**src/rtl/sub_bytes_serial.sv**
```systemverilog
// Serial AES SubBytes/InvSubBytes engine: BYTES_PER_CYCLE shared sbox instances walk a latched 128-bit state.
// Define SUB_BYTES_SHIFTROWS_FUSE_EN to fold ShiftRows/InvShiftRows into the result write-back addressing.

module sbox (
   input  logic [7:0] in_i,
   input  logic       sel_i,
   output logic [7:0] out_o
);
   function automatic logic [7:0] gf_mul(input logic [7:0] a, input logic [7:0] b);
      logic [7:0] p;
      logic [7:0] aa;
      p  = 8'h00;
      aa = a;
      for (int i = 0; i < 8; i++) begin
         if (b[i]) p = p ^ aa;
         aa = {aa[6:0], 1'b0} ^ (aa[7] ? 8'h1b : 8'h00);
      end
      return p;
   endfunction

   // x^254 is the multiplicative inverse in GF(2^8) and maps 0 to 0
   function automatic logic [7:0] gf_inv(input logic [7:0] a);
      logic [7:0] sq;
      logic [7:0] acc;
      sq  = a;
      acc = 8'h01;
      for (int i = 1; i < 8; i++) begin
         sq  = gf_mul(sq, sq);
         acc = gf_mul(acc, sq);
      end
      return acc;
   endfunction

   function automatic logic [7:0] rotl(input logic [7:0] x, input int n);
      logic [15:0] t;
      t = {x, x};
      return t[15-n -: 8];
   endfunction

   logic [7:0] pre;
   logic [7:0] inv_v;

   always_comb begin
      pre   = sel_i ? (rotl(in_i, 1) ^ rotl(in_i, 3) ^ rotl(in_i, 6) ^ 8'h05) : in_i;
      inv_v = gf_inv(pre);
      out_o = sel_i ? inv_v
                    : (inv_v ^ rotl(inv_v, 1) ^ rotl(inv_v, 2) ^ rotl(inv_v, 3) ^ rotl(inv_v, 4) ^ 8'h63);
   end
endmodule

// state | meaning
// IDLE  | waiting for a state, in_ready high
// RUN   | substituting BYTES_PER_CYCLE bytes per cycle
// DONE  | result presented, waiting for out_ready
module sub_bytes_serial #(
   parameter int unsigned BYTES_PER_CYCLE = 1
) (
   input  logic         clk,
   input  logic         rst,
   input  logic         in_valid,
   output logic         in_ready,
   input  logic         in_sel,
   input  logic [127:0] in_data,
   output logic         out_valid,
   input  logic         out_ready,
   output logic [127:0] out_data,
   output logic         busy
);
   localparam int unsigned NSTEP = 16 / BYTES_PER_CYCLE;
   localparam int unsigned CW    = (NSTEP > 1) ? $clog2(NSTEP) : 1;
   localparam logic [CW-1:0] LAST = CW'(NSTEP - 1);

   typedef enum logic [1:0] {IDLE, RUN, DONE} state_t;

   state_t         state_q, state_d;
   logic [CW-1:0]  cnt_q, cnt_d;
   logic [127:0]   data_q, data_d;
   logic [127:0]   res_q, res_d;
   logic           sel_q, sel_d;

   logic [3:0] src_idx [BYTES_PER_CYCLE];
   logic [3:0] dst_idx [BYTES_PER_CYCLE];
   logic [7:0] sb_in   [BYTES_PER_CYCLE];
   logic [7:0] sb_out  [BYTES_PER_CYCLE];

   // byte index = 4*col + row, so [3:2] is the column and [1:0] the row
   always_comb begin
      for (int j = 0; j < int'(BYTES_PER_CYCLE); j++) begin
         src_idx[j] = 4'((int'(cnt_q) * int'(BYTES_PER_CYCLE)) + j);
         sb_in[j]   = data_q[8*(15-int'(src_idx[j])) +: 8];
`ifdef SUB_BYTES_SHIFTROWS_FUSE_EN
         dst_idx[j] = sel_q ? {src_idx[j][3:2] + src_idx[j][1:0], src_idx[j][1:0]}
                            : {src_idx[j][3:2] - src_idx[j][1:0], src_idx[j][1:0]};
`else
         dst_idx[j] = src_idx[j];
`endif
      end
   end

   for (genvar g = 0; g < int'(BYTES_PER_CYCLE); g++) begin : g_sbox
      sbox u_sbox (
         .in_i  (sb_in[g]),
         .sel_i (sel_q),
         .out_o (sb_out[g])
      );
   end

   always_comb begin
      state_d = state_q;
      cnt_d   = cnt_q;
      data_d  = data_q;
      sel_d   = sel_q;
      res_d   = res_q;
      case (state_q)
         IDLE: begin
            if (in_valid) begin
               data_d  = in_data;
               sel_d   = in_sel;
               cnt_d   = '0;
               state_d = RUN;
            end
         end
         RUN: begin
            for (int j = 0; j < int'(BYTES_PER_CYCLE); j++)
               res_d[8*(15-int'(dst_idx[j])) +: 8] = sb_out[j];
            if (cnt_q == LAST) begin
               cnt_d   = '0;
               state_d = DONE;
            end else begin
               cnt_d = cnt_q + CW'(1);
            end
         end
         DONE: begin
            if (out_ready) state_d = IDLE;
         end
         default: state_d = IDLE;
      endcase
   end

   always_ff @(posedge clk) begin
      if (rst) begin
         state_q <= IDLE;
         cnt_q   <= '0;
         data_q  <= '0;
         sel_q   <= 1'b0;
         res_q   <= '0;
      end else begin
         state_q <= state_d;
         cnt_q   <= cnt_d;
         data_q  <= data_d;
         sel_q   <= sel_d;
         res_q   <= res_d;
      end
   end

   assign in_ready  = (state_q == IDLE);
   assign out_valid = (state_q == DONE);
   assign busy      = (state_q == RUN) || (state_q == DONE);
   assign out_data  = res_q;
endmodule
```
**config.mk**
```make
export PLATFORM = sky130hd
export DESIGN_NAME = sub_bytes_serial
export DESIGN_NICKNAME = d
export VERILOG_FILES = /design/src/rtl/sub_bytes_serial.sv
export SDC_FILE = /design/constraint.sdc
export NUM_CORES = 1
export LEC_CHECK = 0
export ABC_CLOCK_PERIOD_IN_PS = 47500
export BUFFER_PORTS_ARGS = -buffer_cell sky130_fd_sc_hd__buf_2
export CAP_MARGIN = 20
export CORE_MARGIN = 5
export CORE_UTILIZATION = 40
export DETAILED_ROUTE_END_ITERATION = 8
export GPL_ROUTABILITY_DRIVEN = 1
export PLACE_DENSITY = 0.68
export SLEW_MARGIN = 0
export SYNTH_ARGS = -nofsm -noshare
export SYNTH_HDL_FRONTEND = slang
export SYNTH_SLANG_ARGS = --single-unit
export TNS_END_PERCENT = 50
```
**constraint.sdc**
```tcl
create_clock -name clk -period 47.5 [get_ports clk]
set_clock_uncertainty 0.1 [all_clocks]
set_input_delay 7.125 -clock clk [delete_from_list [all_inputs] [get_ports clk]]
set_output_delay 7.125 -clock clk [all_outputs]
set_load 0.02 [all_outputs]
```
==> flow_metrics.py <==
metrics = {
    "timing": {
        "rsz0062_at_grt": "no",
        "slew-limit-headroom_pct": 24.9,
        "finalSetupTns_ns": 0,
        "slew_viol_final": 0,
        "fmax_mhz": 45.0,
        "setup_viol": 0,
        "finalHoldViolCount": 0,
        "tightest_slew_ns": 1.12,
        "min_period_ns": 22.24,
        "fin_crit_sh_pct": 46.8,
    },
    "yosys": {
        "synth.avg_cell_area_um2": 7.99,
        "synth_edf_count": 0,
        "synth_top_area_cell": "dfxtp_1",
        "synth_cell_types": 112,
        "synth-seq-cells": 263,
        "synth_nets": 3542,
        "async_flop_share_pct": 0,
        "yosysSeqAreaShare_pct": 19.4,
        "synth_top_area_share_pct": 19.4,
        "ys.flop_type": "dfxtp_1",
        "netlist_area_um2": 27100,
        "yosysWarnings": 0,
        "syn_inst": 3394,
        "yosys-top-cells-area": "dfxtp_1, xnor2_1, nand2_1",
    },
    "grt": {
        "grt_overflow_total": 0,
        "grt_max_degree": 108,
        "grt_pass1_vias": 23300,
        "antenna_found_initial": 0,
        "grt.total_usage_pct": 21.2,
        "grt_pass1_wl_mm": 131,
    },
    "detailed_routing": {
        "drc_errors": 0,
        "wl_mm": 82.8,
        "vias": 25000,
        "detail-route-antenna-nets": 0,
        "detail_route.wl_per_cell_um": 18.7,
        "drt-pass1-iter-count": 5,
        "drt_iter0_markers": 2374,
        "vias_per_cell": 5.65,
    },
    "finish": {
        "nNetsFinal": 3677,
        "syn2layout_area_growth_pct": 10.6,
        "n_antenna_cell": 0,
        "fin_cells": 4420,
        "drive_above_1_share_pct": 15.5,
    },
    "clock_tree": {
        "cts_resized": 0,
        "clock_latency_ns": 0.56,
        "cts-buffers-inserted": 26,
        "cts_tree": "yes",
        "holdBufCountCts": 0,
        "postCtsSetupRepairBufs": 0,
        "cts_root_buffer": "clkbuf_16",
        "cts_sinks": 263,
        "cts.clk_slew.worst_paths_ns": 0.07,
        "htree_levels": 1,
        "clockBufferDepth": 3,
    },
    "placed_design": {
        "io_buffers": 263,
        "placed_cells": 4372,
        "dp_hpwl_mm": 60.9,
        "finalWeightedCongestion": 0.922,
    },
    "hold_path": {
        "hp-class": "register to register",
    },
    "floorplanning": {
        "dieWidth_um": 270,
        "core_um2": 67300,
        "dieArea_um2": 73100,
        "rows": 95,
        "initial_utilization_pct": 40.3,
        "io_pins": 264,
        "die_y_um": 270,
    },
    "critical_path": {
        "startpoint_type": "register",
        "crit_fanout": 15,
        "critPathCaptureType": "register",
        "cp_slowest_cell": "xnor3_1",
        "cp.required_ns": 47.82,
        "path_class": "register to register",
        "cp.arrival_ns": 22.56,
        "slowest_delay_ns": 0.80,
        "cpMostUsedCell": "xnor3_1",
    },
    "run": {
        "max-cap-violations": 0,
    },
    "run_status": {
        "outcome": "finished, final reports clean",
    },
}
==> critical path: cells and delay by family (launching register included) <==
family,cells,cell delay (ns)
flops,1,0.78
buf+inv,5,1.20
xor+xnor,32,13.13
compound gates,9,1.70
mux,4,1.42
fa+ha+maj,2,1.03
simple gates,13,2.74
==> kinds of logic after synthesis <==
family	synth area share [%]
and+or+nand+nor	20.1
AOI/OAI and AO/OA	18.9
xor gates and xnor gates	29.3
buffers and inverters	4.41
DFF	19.4
muxes	7.24
adders and majority gates	0.692
==> synthesized netlist by cell type (19+ instances only) <==
cell / n
or3_1: 19
buf_2: 45
inv_1: 27
a31oi_1: 22
mux4_2: 25
dfxtp_1: 263
a32oi_1: 20
a21oi_1: 276
o21ai_1: 69
xnor3_1: 86
o21ai_0: 76
clkbuf_1: 139
a22o_1: 68
nand2_1: 535
xnor2_2: 23
nand2b_1: 25
nor2b_1: 25
nor3_1: 78
a22oi_1: 33
nand3_1: 66
mux2_2: 22
and2_1: 29
a211oi_1: 21
xnor2_1: 418
o22ai_1: 33
nor2_1: 347
mux2i_1: 97
xor2_1: 113
==> layer usage <==
layer	part of all wire, %	routed length, µm	track usage (%)	up-vias
li1	-	-	-	12100
met1	44	36500	29.2	11900
met2	47	39300	35.9	827
met3	5.7	4730	1.86	133
met4	2.7	2240	5.72	0
met5	0	0	0	-
==> through the flow <==
stage	cell area (µm²)	hold WS, ns	util [%]	setup slack (ns)
after global placement	29100	0.337	43.3	25.76
after global routing	30000	0.369	44.6	23.41
after CTS	30000	0.348	44.6	25.24
after floorplan	27100	0.332	-	28.92
final	30000	0.348	44.6	25.26
after detailed placement	29200	0.339	43.3	25.32
==> area by class of cell <==
cell class | count | area, µm²
clock buffer | 39 | 781
clock inverter | 7 | 43.8
fill | 6684 | 37300
inverter | 40 | 150
multi-input combinational | 2863 | 20800
sequential | 263 | 5270
tap | 873 | 1090
timing repair buffer | 335 | 1890
==> state kept, by name, summed over array words and instances, names as in the netlist <==
name / cells
cnt_q: 4
data_q: 128
out_data: 128
sel_q: 1
state_q: 2
==> path summary, 6_finish.rpt <==
path,start,slack (ns),endpoint,depth (start not counted)
worst max-delay path,cnt_q[0]$_SDFFE_PP0P_,25.26,out_data[121]$_SDFFE_PP0P_,65
worst min-delay path,out_data[105]$_SDFFE_PP0P_,0.35,out_data[105]$_SDFFE_PP0P_,2
worst max register to register,cnt_q[0]$_SDFFE_PP0P_,25.26,out_data[121]$_SDFFE_PP0P_,65
worst min register to register,out_data[105]$_SDFFE_PP0P_,0.35,out_data[105]$_SDFFE_PP0P_,2
==> cell usage in the layout (no fill, tap or decap), drive strengths merged, types with 26 or more instances in the layout <==
master  instances
nand2         536
xnor2         448
nor2          353
buf           335
a21oi         282
dfxtp         263
o21ai         145
xor2          129
mux2i         102
xnor3          94
nor3           82
a22o           68
nand3          66
clkbuf         39
o22ai          36
inv            36
a22oi          33
and2           31
mux4           27
mux2           26
Power is not shown: default switching activity piles up to over one toggle a cycle in this logic, so the estimate is an artifact.
